### src/rtl/io_input_port_if.sv
// rtl/io_input_port_if.sv - read-request bus between the CPU I/O load path and io_input_port
interface io_input_port_if #(
  parameter int ADDR_W = 4
);
  logic              rd_en;
  logic [ADDR_W-1:0] addr;
  logic [31:0]       rdata;
  logic              rvalid;

  modport master (output rd_en, output addr, input rdata, input rvalid);
  modport slave  (input rd_en, input addr, output rdata, output rvalid);
endinterface

### src/rtl/io_input_port.sv
// rtl/io_input_port.sv - synchronized, debounced switch/key input port with sticky key-press events
// Optional IO_INPUT_IRQ_EN adds a registered irq output = |events.
module io_input_port #(
  parameter int DEBOUNCE_CYCLES = 4,
  parameter int ADDR_W          = 4
) (
  input  logic               clock,
  input  logic               resetn,
  input  logic [9:0]         sw,
  input  logic [3:1]         key,
  io_input_port_if.slave     bus
`ifdef IO_INPUT_IRQ_EN
  ,
  output logic               irq
`endif
);

  localparam int NB = 13;
  localparam int CW = (DEBOUNCE_CYCLES > 1) ? $clog2(DEBOUNCE_CYCLES) : 1;
  localparam logic [CW-1:0] CNT_MAX = CW'(DEBOUNCE_CYCLES - 1);
  // Keys are active-low, so their idle (released) level is 1 in every stage.
  localparam logic [NB-1:0] IDLE = {3'b111, 10'b0};

  localparam logic [ADDR_W-3:0] WS_SW   = (ADDR_W-2)'(0);
  localparam logic [ADDR_W-3:0] WS_KEY  = (ADDR_W-2)'(1);
  localparam logic [ADDR_W-3:0] WS_EVT  = (ADDR_W-2)'(2);
  localparam logic [ADDR_W-3:0] WS_BUSY = (ADDR_W-2)'(3);

  logic [NB-1:0]     sync1, sync2;
  logic [NB-1:0]     deb, deb_nx;
  logic [CW-1:0]     cnt    [NB];
  logic [CW-1:0]     cnt_nx [NB];
  logic [NB-1:0]     busy;
  logic [3:1]        pressed;
  logic [3:1]        press_set;
  logic [3:1]        events, events_nx;
  logic [ADDR_W-3:0] word_sel;
  logic              rd_clr;
  logic [31:0]       rd_word;
  logic              unused_addr_bits;

  assign word_sel         = bus.addr[ADDR_W-1:2];
  assign unused_addr_bits = ^bus.addr[1:0];
  assign pressed          = ~deb[12:10];

  always_comb begin
    deb_nx = deb;
    busy   = '0;
    for (int i = 0; i < NB; i++) begin
      cnt_nx[i] = '0;
      busy[i]   = (cnt[i] != '0);
      if (sync2[i] != deb[i]) begin
        if (cnt[i] == CNT_MAX) begin
          deb_nx[i] = sync2[i];
        end else begin
          cnt_nx[i] = cnt[i] + CW'(1);
        end
      end
    end
  end

  // A press is the debounced key falling; setting wins over a same-edge read-clear.
  assign press_set = deb[12:10] & ~deb_nx[12:10];
  assign rd_clr    = bus.rd_en && (word_sel == WS_EVT);
  assign events_nx = (rd_clr ? 3'b000 : events) | press_set;

  always_comb begin
    rd_word = '0;
    case (word_sel)
      WS_SW:   rd_word = {22'b0, deb[9:0]};
      WS_KEY:  rd_word = {29'b0, pressed};
      WS_EVT:  rd_word = {29'b0, events};
      WS_BUSY: rd_word = {19'b0, busy};
      default: rd_word = '0;
    endcase
  end

  always_ff @(posedge clock or negedge resetn) begin
    if (!resetn) begin
      sync1      <= IDLE;
      sync2      <= IDLE;
      deb        <= IDLE;
      events     <= '0;
      bus.rdata  <= '0;
      bus.rvalid <= 1'b0;
      for (int i = 0; i < NB; i++) begin
        cnt[i] <= '0;
      end
    end else begin
      sync1      <= {key, sw};
      sync2      <= sync1;
      deb        <= deb_nx;
      events     <= events_nx;
      bus.rvalid <= bus.rd_en;
      if (bus.rd_en) begin
        bus.rdata <= rd_word;
      end
      for (int i = 0; i < NB; i++) begin
        cnt[i] <= cnt_nx[i];
      end
    end
  end

`ifdef IO_INPUT_IRQ_EN
  always_ff @(posedge clock or negedge resetn) begin
    if (!resetn) begin
      irq <= 1'b0;
    end else begin
      irq <= |events;
    end
  end
`endif

endmodule
### src/flat_wrapper.sv
// flat-port wrapper written by rule: the top's interface ports become plain ports
module io_input_port_flat 
#(
  parameter int DEBOUNCE_CYCLES = 4,
  parameter int ADDR_W          = 4
)
  (clock, resetn, sw, key, bus_rd_en, bus_addr, bus_rdata, bus_rvalid);
  io_input_port_if #(.ADDR_W(ADDR_W)) bus_i ();
  input  logic clock;
  input  logic resetn;
  input  logic [9:0] sw;
  input  logic [3:1] key;
  input wire logic [$bits(bus_i.rd_en)-1:0] bus_rd_en;
  input wire logic [$bits(bus_i.addr)-1:0] bus_addr;
  output wire logic [$bits(bus_i.rdata)-1:0] bus_rdata;
  output wire logic [$bits(bus_i.rvalid)-1:0] bus_rvalid;
  assign bus_i.rd_en = bus_rd_en;
  assign bus_i.addr = bus_addr;
  assign bus_rdata = bus_i.rdata;
  assign bus_rvalid = bus_i.rvalid;
  io_input_port #(.DEBOUNCE_CYCLES(DEBOUNCE_CYCLES), .ADDR_W(ADDR_W)) u_core (.clock(clock), .resetn(resetn), .sw(sw), .key(key), .bus(bus_i));
endmodule
### config.mk
export PLATFORM = sky130hd
export DESIGN_NAME = io_input_port_flat
export DESIGN_NICKNAME = d
export VERILOG_FILES = /design/src/rtl/io_input_port_if.sv /design/src/rtl/io_input_port.sv /design/src/flat_wrapper.sv
export SDC_FILE = /design/constraint.sdc
export NUM_CORES = 1
export LEC_CHECK = 0
export ABC_AREA = 1
export CORE_MARGIN = 2
export CORE_UTILIZATION = 40
export DETAILED_ROUTE_END_ITERATION = 12
export DONT_BUFFER_PORTS = 1
export PLACE_DENSITY_LB_ADDON = 0.1
export RECOVER_POWER = 100
export SETUP_SLACK_MARGIN = 0.5
export SYNTH_ARGS = -nofsm -noshare
export SYNTH_HDL_FRONTEND = slang
export SYNTH_SLANG_ARGS = --single-unit
### constraint.sdc
create_clock -name clock -period 1.1 [get_ports clock]
set_input_delay 0.22 -clock clock [delete_from_list [all_inputs] [get_ports clock]]
set_output_delay 0.22 -clock clock [all_outputs]
set_load 0.03 [all_outputs]
Yosys cells after proc, flatten, opt, wreduce, memory -nomap -nowiden. Index checks and enable logic that the tools add are counted.

Register bits after elaboration: 101. Bits in latches: 0. Bits in writable memories: 0. Bits in read-only memories: 0. Bits of input ports: 20. Output and inout bits: 33. Logic and storage cells: 134. Memories kept: 0.

Add/sub/neg operators: 13. $mul: 0. Divide/modulo/power cells: 0. Order comparisons: 0. Equal/unequal tests: 29. Shift-type cells: 0. Muxes and demuxes: 34. Bitwise operators: 4. Reduce and logical (&&, ||, !) cells: 25.

Operators with widths (number): 32-bit one-hot mux with 4 select lines (1); 2-bit 2-to-1 mux (26); 2-bit equality test, second input constant (15); 2-bit by 1-bit adder with 2-bit output, second input constant (13); 2-bit nonzero test (13); 2-bit AND reduction (10); 1-bit inequality test (13); 1-bit 2-to-1 mux (6); 3-bit inverter (2); 3-bit AND (1); 3-bit 2-to-1 mux (1); 3-bit bitwise OR (1); 2-bit by 1-bit equality test with 1-bit output, second input constant (1); 2-bit zero test (1); 1-bit logical AND (1).

Depth between registers and ports, before layout.
Depth in word-level cells: 6. Depth in mapped cells: 6. Gate-level depth less buffers: 6.

Least setup slack after synthesis. OpenSTA, ideal clock, no wires.

Kind: reg-to-reg. Start: register u_core.cnt[4] (netlist bit). End: register u_core.events[1] (netlist bit). Setup time: 0.129 ns. Arrival: 0.857 ns. Data required time: 0.971 ns. Slack: 0.114 ns. Cell stages (with the launch flop): 4. Path buffers: 0. Clock period less this slack: 0.986 ns. Cells stage by stage: dfrtp_1 > ha_1 > o21ai_0 > o21ai_0.

Word-level cells in the longest chain between the ends: 6.

Ends and longest elaborated chain: from (decl) (RTL line io_input_port.sv:31) `logic [CW-1:0] cnt [NB];`; from (signal, indexed assignment) (RTL line io_input_port.sv:99) `cnt[i] <= cnt_nx[i];`; 2-bit equality test (RTL line io_input_port.sv:53) `if (cnt[i] == CNT_MAX) begin`; 1-bit 2-to-1 mux (RTL line io_input_port.sv:53); 1-bit 2-to-1 mux (RTL line io_input_port.sv:52) `if (sync2[i] != deb[i]) begin`; net u_core.deb_nx[10] (RTL line io_input_port.sv:30) `logic [NB-1:0] deb, deb_nx;`; 3-bit inverter (RTL line io_input_port.sv:63) `assign press_set = deb[12:10] & ~deb_nx[12:10];`; 3-bit AND (RTL line io_input_port.sv:63); 3-bit bitwise OR (RTL line io_input_port.sv:65) `assign events_nx = (rd_clr ? 3'b000 : events) | press_set;`; net u_core.events_nx (one bit) (RTL line io_input_port.sv:36) `logic [3:1] events, events_nx;`; to (signal assigned) (RTL line io_input_port.sv:93) `events <= events_nx;`; to (decl) (RTL line io_input_port.sv:36).

The timed path passes the listed nets, and every way through them passes these cells. A chain may end at the register's enable or synchronous reset.

Worst setup path after layout.
Start: register u_core.bus.rdata[7]. End: output port bus_rdata[7].

RTL lines: from (decl) (RTL line io_input_port_if.sv:11) `modport slave (input rd_en, input addr, output rdata, output rvalid);`; from (signal assigned) (RTL line io_input_port.sv:96) `bus.rdata <= rd_word;`; to (decl) (RTL line flat_wrapper.sv:15) `output wire logic [$bits(bus_i.rdata)-1:0] bus_rdata;`.

No word-level cell between the ends.

==> results.txt <==
----------------------------------------------------
[Status]
  Result of the run ... finished with violations
  Violated checks ... hold timing

[Routing]
  Detail Route met3 WL ... 193 um
  Length of the first detailed-routing pass in iterations ... 4
  DRC violation total after the first TritonRoute iteration ... 86
  Routed via count divided by cell count ... 4.488
  DRC violation count after routing ... 0
  Uppermost routed layer ... met4
  Wire length on met1 ... ~2800 um
  Final wirelength ... 6317 um
  Vias post-DR ... 2181
  Routed length per placed instance ... ~13 um
  Amount of wire on met2 after detailed routing ... between 3000 and 4000 um
  Antenna-violating nets left ... 0

[Floorplanning]
  Height of the die ... 97.24 um
  Number of primary I/O pins ... 53
  Die Width ... between 90 and 100 um
  Area of the die ... ~9500 sq um
  Area inside the core boundary ... 8593 sq um
  Site Rows ... 34
  Starting density of the core ... slightly above 40%

[Clock network]
  H-tree depth reported by CTS ... 3
  Clock tree from TritonCTS ... yes
  Hold-fix buffers at CTS ... 14
  Clk pin slew, worst setup/hold paths ... about 0.08 ns
  Clock Sink Count ... 82
  Number of buffers on the longest clock path ... 2
  Worst-skew pair later-pin latency ... roughly 0.35 ns
  Buffer cell driving the clock tree root ... clkbuf_8
  Number of buffers inserted during clock tree synthesis ... 9

[Logic synthesis]
  Post-synthesis cell count ... ~320
  Area share of the largest cell type after synthesis ... between 50 and 60%
  Most frequent cells after synthesis ... dfrtp_1 (73), inv_1 (47), nand2_1 (47)
  Synthesized flop and latch total ... 82
  Sequential fraction of the synthesis area ... 59.34%
  Leading post-synthesis cells by cell area ... dfrtp_1 (53%), ha_1 (9.4%), dfstp_2 (6.8%), inv_1 (5.1%), nand2_1 (5.1%)
  Netlist Area Pre-Place ... 3477 sq um
  Yosys cell types ... 20
  Count of synthesis-stage warnings from yosys ... 0
  Cell type with the highest aggregate area in the netlist ... dfrtp_1
  Dominant register cell in the synthesized netlist ... dfrtp_1
  Number of flops mapped to enable cells by yosys ... 0
  Async set or reset register ratio after synthesis ... 100.0%
  Syn avg cell area ... between 10 and 15 sq um
  Most instantiated library cell after synthesis ... dfrtp_1

[Placement]
  Final HPWL DP ... 3525 um
  Port Buffer Count ... 0
  Total instance count after detailed placement ... 421
  Gp weighted congestion ... around 0.73

[Power and ir drop]
  Fraction of power consumed by sequential logic ... between 40 and 50%
  Internal ... about 0.0074 W
  Combinational group share of total power ... around two fifths
  Pwr per Cell Area ... 2418 nW/um^2
  P_leak ... about 2.1 nW
  Net switching power of the design ... between 0.003 and 0.004 W
  Share of total power consumed by net switching ... between 30% and 40%
  IR Drop Worst-Case VDD ... slightly below 0.001 V
  Part of the power in the clock network ... about a fifth

[Global routing]
  Vias in the first global route ... between 2k and 2.5k
  Initial antenna violation count ... 0
  Overflow after GRT ... 0
  Wire length of the first global-routing pass ... approximately 10000 um
  All-Layer GR Usage ... a little over an eighth
  Largest net degree at the start of global routing ... 83

[Final layout]
  Number of standard cells in the final layout excluding fillers ... 486
  # nets final ... roughly 420
  Synth-to-Final Area Change ... 35.16%
  Diodes inserted ... 0
  Fraction of final layout cells sized beyond drive strength 1 ... 46.83%

[Worst setup path]
  Data required time of the worst path ... ~0.88 ns
  Crit path kind ... reg2out
  Largest driver fanout on the critical path ... 2
  Arrival time at the worst endpoint ... 0.84 ns
  Critical Path Start Type ... flop
  Element type at the critical path end ... primary output

[STA]
  Setup repair after global routing missed its margin ... true
  Clock tree skew after final layout ... between 0.01 and 0.015 ns
  Minimum clock period after layout ... 1.057 ns
  Period utilisation layout ... 96.10%
  Number of hold violations in the final report ... 82
  Maximum achievable frequency ... around 0.95 GHz
  Setup-failing EPs final ... 0
  Min Hold Slack ... -0.4411 ns
  Final count of pins violating max slew ... 0

[Job]
  Count of maximum capacitance violations ... 0

[Worst hold path]
  Path class of the lowest-slack min-delay path ... in2async

----------------------------------------------------
==> power groups by stage <==
stage / Clock (W) / Sequential, W / Combinational, W
4_1_cts: 0.00219 / 0.00480 / 0.00332
6_report: 0.00211 / 0.00488 / 0.00436
2_1_floorplan: 0 / 0.00472 / 0.00193
5_1_grt: 0.00234 / 0.00500 / 0.00485
3_3_place_gp: 0 / 0.00484 / 0.00216
3_5_place_dp: 0 / 0.00486 / 0.00223
==> cell usage in the layout (no fill, tap or decap), types with 2 or more instances in the layout <==
cell type       n
o21ai_0         3
ha_4           17
ha_1            3
xnor2_2         6
conb_1         19
o21ai_1         6
mux2_4          6
clkinvlp_4      2
o31ai_2         2
nand3_1         6
inv_4           7
ha_2            6
nor3_2          9
clkbuf_1        2
inv_1          19
clkinv_2        2
buf_4          18
clkbuf_8        9
o21ai_2         9
dlygate4sd3_1  13
nand3b_1        3
xnor2_1         6
dfrtp_1        58
nand2_2         3
nor3_4          2
inv_2          21
dfrtp_2        15
nor2_2          4
nor3_1          2
a21oi_2         3
nand2_1        45
dfstp_2         9
buf_6          20
nor2_1         15
==> state kept, by name, summed over array words and instances, names as in the netlist <==
signal,flops
u_core.bus.rdata,13
u_core.bus.rvalid,1
u_core.cnt,26
u_core.deb,13
u_core.events,3
u_core.sync1,13
u_core.sync2,13
==> what timing repair did <==
action,CTS,global route
setup endpoints to repair,69,70
pin swaps,23,27
gates resized for setup,46,66
endpoints found under the hold margin,103,82
gates cloned,0,0
buffers inserted,23,12
==> worst paths after layout <==
path | start | end | slack (ns) | cells after the start
setup / recovery | u_core.bus.rdata[7] | bus_rdata[7] | 0.04 | 0
hold / removal | resetn | u_core.bus.rdata[2] | -0.44 | 0
setup reg to reg | u_core.cnt[6] | u_core.deb[9] | 0.05 | 2
hold reg to reg | u_core.sync1[12] | u_core.sync2[12] | 0.35 | 0
max in group asynchronous | resetn | u_core.deb[10] | 1.34 | 0
min in group clock | bus_rd_en | u_core.bus.rdata[5] | 0.08 | 3
==> cells by family (layout without fill, tap and decap cells) <==
family                   Yosys count  in the layout  share of synthesized area (%)
AND/OR/NAND/NOR                   90             90                          11.01
multiplexers                       7              7                          2.267
AO/OA/AOI/OAI                     25             25                          4.138
XOR/XNOR                          13             13                          3.275
adder cells (fa/ha/maj)           26             26                          9.356
flip-flops                        82             82                          59.34
buffers and inverters             71            116                          10.51
other                              1             19                         0.1078
==> cell type report <==
type,instances,area [sq um]
well taps,108,135.1
clock buffers,11,131.4
clock inverters,5,55.05
inverters,47,193.9
multi-input cells,180,1582
flip-flops and latches,82,2082
fillers,747,3894
repair buffers,53,520.5
==> stage by stage <==
stage | setup slack [ns] | TNS (ns) | utilization [%] | power (W) | instance area, sq um
global route | -0.01284 | -0.01284 | 54.69 | 0.01219 | 4700
finish | 0.04289 | 0 | 54.69 | 0.01136 | 4700
global placement | 0.08804 | 0 | 42.53 | 0.006999 | 3655
floorplan | 0.1435 | 0 | - | 0.006653 | 3666
detailed placement | 0.07920 | 0 | 42.53 | 0.007087 | 3655
CTS | 0.01811 | 0 | 50.67 | 0.01030 | 4354
==> per-layer routing <==
metal,track usage [%],vias up
li1,-,1060
met1,17.93,1076
met2,21.42,35
met3,3.957,10
met4,6.090,0
met5,0,-
Power figures use the tool's default switching activity.
